### src/rtl/indication_output_queue.sv
// indication_output_queue: round-robin merge of NUM_CH indication channels into a
// DEPTH-entry FIFO, drained in order through one PipeIn-style enq port.
//
// Handshake: a channel call is taken on a cycle where ind_heard__ENA[i] and
// ind_heard__RDY[i] are both high. The caller holds ENA and its meth/v fields
// steady until that cycle. RDY is a function of the ENA vector.
// On the output side, pipe_enq__ENA is a commit strobe. It is only raised when
// pipe_enq__RDY is high, and every cycle it is high consumes the head message.
module indication_output_queue #(
  parameter int NUM_CH     = 2,
  parameter int DEPTH      = 4,
  parameter int METH_WIDTH = 32,
  parameter int DATA_WIDTH = 32,
  parameter int TAG_WIDTH  = 4
) (
  input  logic                                    CLK,
  input  logic                                    nRST,
  input  logic [NUM_CH-1:0]                       ind_heard__ENA,
  output logic [NUM_CH-1:0]                       ind_heard__RDY,
  input  logic [NUM_CH*METH_WIDTH-1:0]            ind_heard_meth,
  input  logic [NUM_CH*DATA_WIDTH-1:0]            ind_heard_v,
  output logic                                    pipe_enq__ENA,
  input  logic                                    pipe_enq__RDY,
  output logic [TAG_WIDTH+METH_WIDTH+DATA_WIDTH-1:0] pipe_enq_v,
  output logic [$clog2(DEPTH):0]                  occupancy
);

  localparam int AW    = $clog2(DEPTH);
  localparam int MSG_W = TAG_WIDTH + METH_WIDTH + DATA_WIDTH;

  logic [MSG_W-1:0]     mem [DEPTH];
  logic [AW-1:0]        wr_ptr;
  logic [AW-1:0]        rd_ptr;
  logic [AW:0]          count;
  logic [TAG_WIDTH-1:0] rr_last;

  logic                  full;
  logic                  found;
  logic                  hit;
  logic [TAG_WIDTH-1:0]  winner;
  logic [TAG_WIDTH-1:0]  cand;
  logic                  accept;
  logic                  drain;
  logic [METH_WIDTH-1:0] sel_meth;
  logic [DATA_WIDTH-1:0] sel_v;

  // Channel index following c, wrapping at NUM_CH.
  function automatic logic [TAG_WIDTH-1:0] next_ch(input logic [TAG_WIDTH-1:0] c);
    if (c >= TAG_WIDTH'(NUM_CH - 1)) next_ch = '0;
    else                             next_ch = c + 1'b1;
  endfunction

  assign full = (count == (AW+1)'(DEPTH));

  // Round-robin search starting just after the last accepted channel.
  always_comb begin
    found  = 1'b0;
    winner = '0;
    hit    = 1'b0;
    cand   = next_ch(rr_last);
    for (int k = 0; k < NUM_CH; k++) begin
      hit = 1'b0;
      for (int i = 0; i < NUM_CH; i++) begin
        if (cand == TAG_WIDTH'(i)) hit = ind_heard__ENA[i];
      end
      if (!found && hit) begin
        found  = 1'b1;
        winner = cand;
      end
      cand = next_ch(cand);
    end
  end

  // One-hot grant to the winner; reset holds every grant low.
  always_comb begin
    ind_heard__RDY = '0;
    for (int i = 0; i < NUM_CH; i++) begin
      ind_heard__RDY[i] = nRST && found && !full && (winner == TAG_WIDTH'(i));
    end
  end

  // Select the winner's method id and payload for the FIFO write.
  always_comb begin
    sel_meth = '0;
    sel_v    = '0;
    for (int i = 0; i < NUM_CH; i++) begin
      if (winner == TAG_WIDTH'(i)) begin
        sel_meth = ind_heard_meth[i*METH_WIDTH +: METH_WIDTH];
        sel_v    = ind_heard_v[i*DATA_WIDTH +: DATA_WIDTH];
      end
    end
  end

  assign accept        = |(ind_heard__ENA & ind_heard__RDY);
  assign drain         = (count != '0) && pipe_enq__RDY;
  assign pipe_enq__ENA = drain;
  assign pipe_enq_v    = (count != '0) ? mem[rd_ptr] : '0;
  assign occupancy     = count;

  // Message storage; contents are meaningless while count says empty, so no reset.
  always_ff @(posedge CLK) begin
    if (accept) mem[wr_ptr] <= {winner + 1'b1, sel_meth, sel_v};
  end

  // Pointers, entry count and round-robin history.
  always_ff @(posedge CLK or negedge nRST) begin
    if (!nRST) begin
      wr_ptr  <= '0;
      rd_ptr  <= '0;
      count   <= '0;
      rr_last <= TAG_WIDTH'(NUM_CH - 1);
    end else begin
      if (accept) begin
        wr_ptr  <= wr_ptr + 1'b1;
        rr_last <= winner;
      end
      if (drain) rd_ptr <= rd_ptr + 1'b1;
      if (accept && !drain)      count <= count + 1'b1;
      else if (!accept && drain) count <= count - 1'b1;
    end
  end

endmodule

### config.mk
export PLATFORM = sky130hd
export DESIGN_NAME = indication_output_queue
export DESIGN_NICKNAME = d
export VERILOG_FILES = /design/src/rtl/indication_output_queue.sv
export SDC_FILE = /design/constraint.sdc
export NUM_CORES = 1
export LEC_CHECK = 0
export ABC_AREA = 1
export CORE_ASPECT_RATIO = 1.4
export CORE_MARGIN = 2
export CORE_UTILIZATION = 55
export CTS_CLUSTER_SIZE = 12
export DETAILED_ROUTE_END_ITERATION = 10
export HOLD_SLACK_MARGIN = 0.03
export PLACE_DENSITY_LB_ADDON = 0.25
export SLEW_MARGIN = 5
export SYNTH_ARGS = -nofsm -noshare
export SYNTH_HDL_FRONTEND = slang
export SYNTH_SLANG_ARGS = --single-unit
### constraint.sdc
create_clock -name CLK -period 7.8 [get_ports CLK]
set_input_delay 1.17 -clock CLK [delete_from_list [all_inputs] [get_ports CLK]]
set_output_delay 1.17 -clock CLK [all_outputs]
set_load 0.05 [all_outputs]
==> run metrics <==
cells after synthesis=1,127; Layout Nets=1,452; gpl congestion=between 0.8 and 0.9; mapped cell area=between 10,000 and 15,000 um^2; slew margin rel.=0.3275; Final Hold Fails=0; chip width=130.3 um; asr flop ratio synth=0.03887; DRC Markers=0; status=complete, no violations; crit-path max FO=38; PostCTS Resize Cnt=0; Port Buf Inserts=a little over 200; CTS Buf Count=27; EDFF count, synth=around 270; vias per cell=5.457; Antenna diodes=0; post-route ant nets=0; area of the multi-input gates=between 3000 and 4000 um^2; synthesis-to-layout area growth=24.57%; Register Area=8449 um^2; RSZ-0062 raised after global routing=no; pin count of the biggest net entering global routing=82; drt total wl=about 28,000 um; WP data required=~6.6 ns; Netlist cell types=33; die height=between 150 and 200 um; CP Class=reg2out; Slew @ Worst Pin=between 1 and 1.5 ns; global route overflow=0; Filler Cells Inserted=1,539; Hold Crit Class=reg2reg; Clock Tree Buf Depth=3; min Tclk post-route=slightly above 6 ns; Pre-antenna DRT Iters=5; Critical Path Source Type=register; yosys warns=0; routed via count=8,785; Sink Count=283; global-route wire length before repair=43,770 um; register area share after synthesis=0.6877; vias in the first global route=roughly 8,700; DRT iter0 DRCs=around 700; CTS root buf=clkbuf_16; Core Region=approximately 22,000 um^2; post-synthesis register bit count=283; total track usage=0.2371; skew final=roughly 0.013 ns; cell chain of the critical path=inv_1, ha_1, inv_1, nor2_1, inv_1, ha_1, nor2_2, nand3_1, nand2_1, nand3_2, nor2_1, nand2_1, nand2_1, ha_2, buf_4, inv_2, nor2_1, clkdlybuf4s50_1; Final Max Slew Viols=0; Slowest-stage cell, CP=clkdlybuf4s50_1; max incr delay on CP=0.81 ns; crit path DAT=about 5.0 ns; fin crit share=0.7864; Clock transition at path regs=roughly 0.060 ns; die area=roughly 24,000 um^2; total number of H-tree levels=1; # IOs=about 210; Mean Syn Cell Area=roughly 11 um^2; setup TNS=0 ns; ys flop type=edfxtp_1; HPWL after DPL=between 15,000 and 20,000 um; Worst Setup End Kind=output pin; Hold Buf Count CTS=0; Worst R2R Path Depth=19; CTS tree=yes; Starting Density=0.5617; Worst Hold Depth=2; Max Fclk=about 0.16 GHz; max_cap viols=0; clock latency on the worst-skew pair=0.51 ns; Final Setup Violations=0; initial antenna violation count=0; postcts setup bufs=0; DR WL/cell=17.45 um; number of cell rows=64; share of layout cells above drive strength 1=0.05255
==> cell type report <==
class	instances	share of cell area
multi-input cells	743	0.2262
flip-flops and latches	283	0.5524
inverters	31	0.007853
clock buffers	37	0.04663
repair buffers	218	0.1407
clock inverters	1	0.001963
well taps	297	0.02429
==> through the flow <==
| step | hold WS [ns] | worst slack (ns) | cells | instance area (um^2) | utilization |
|---|---|---|---|---|---|
| finish | 0.5212 | 1.666 | 1610 | 15300 | 0.6997 |
| global route | 0.5355 | 1.380 | 1610 | 15300 | 0.6997 |
| CTS | 0.5253 | 1.703 | 1610 | 15300 | 0.6997 |
| detailed placement | 0.5175 | 2.191 | 1572 | 14550 | 0.6657 |
| global placement | 0.5095 | 2.228 | 1572 | 14550 | 0.6657 |
| floorplan | 0.4860 | 3.046 | 1130 | 12290 | - |
==> path summary, 6_finish.rpt <==
path,start,to,slack (ns)
setup / recovery,rr_last[0]$_DFFE_PN1P_,ind_heard__RDY[1],1.67
hold / removal,rr_last[0]$_DFFE_PN1P_,rr_last[0]$_DFFE_PN1P_,0.52
setup reg to reg,rr_last[0]$_DFFE_PN1P_,mem[2][59]$_DFFE_PP_,2.59
hold reg to reg,rr_last[0]$_DFFE_PN1P_,rr_last[0]$_DFFE_PN1P_,0.52
max in group asynchronous,nRST,rd_ptr[0]$_DFFE_PN0P_,6.40
min in group asynchronous,nRST,wr_ptr[1]$_DFFE_PN0P_,1.00
==> sequential cells by signal, indices dropped and copies added, names as in the netlist <==
register	cells
mem	272
rr_last	4
occupancy	3
rd_ptr	2
wr_ptr	2
==> synth_stat cells (2+ instances only) <==
cell / instances / share of area
nand3_2: 2 / 0.0016
inv_2: 3 / 0.00092
nand3_1: 70 / 0.029
nor2_1: 280 / 0.086
a21oi_1: 69 / 0.028
inv_1: 27 / 0.0083
buf_1: 11 / 0.0034
nor2_4: 2 / 0.0018
nand4_4: 2 / 0.0035
xor2_1: 3 / 0.0021
nand2_4: 2 / 0.0018
edfxtp_1: 272 / 0.67
buf_2: 19 / 0.0077
dfrtp_1: 10 / 0.020
nor2_2: 5 / 0.0025
ha_1: 14 / 0.014
o21ai_0: 133 / 0.054
o21ai_1: 4 / 0.0016
nand2_1: 143 / 0.044
clkbuf_1: 43 / 0.013
==> per-layer routing <==
metal  vias up  wire, um  GRT usage  share of wire
met5         -         0          0              0
met2       287     14830     0.4276           0.53
met4         0       696    0.07140          0.025
met1      4227     11200     0.2986           0.40
met3        47      1366    0.02576          0.049
li1       4224         -          -              -
==> layout by cell type, fill, tap and decap left out, drive strengths merged <==
master,n
a21oi,69
o211ai,1
nand2,146
clkbuf,37
fa,1
nand3,73
edfxtp,272
clkinv,1
conb,4
dfstp,1
inv,30
nand4,3
o31a,1
ha,14
clkdlybuf4s50,206
bufinv,1
nor2,287
buf,12
xnor2,1
xor2,3
dfrtp,10
mux2,1
o21ai,138
nor3,1
==> logic make-up (layout without fill, tap and decap cells) <==
| logic type | count (synthesis) | count (layout) | synth area share |
|---|---|---|---|
| multiplexers | 1 | 1 | 0.0009170 |
| flip-flops | 283 | 283 | 0.6877 |
| AND/OR/NAND/NOR | 510 | 510 | 0.1720 |
| other | 1 | 4 | 0.0003054 |
| buffers and inverters | 104 | 287 | 0.03393 |
| XOR/XNOR | 4 | 4 | 0.002854 |
| adder cells (fa/ha/maj) | 15 | 15 | 0.01590 |
| AO/OA/AOI/OAI | 209 | 209 | 0.08641 |
==> critical path: cells and delay by family (launching register included) <==
family                     cells  cell delay [ns]
DFF                            1             0.55
and+or+nand+nor                9             1.14
buffers and inverters          6             1.58
adders and majority gates      3             1.17
Power is left out: the tool's default activity adds up to more than one toggle a clock period on the data nets, which glitch-free logic cannot reach.
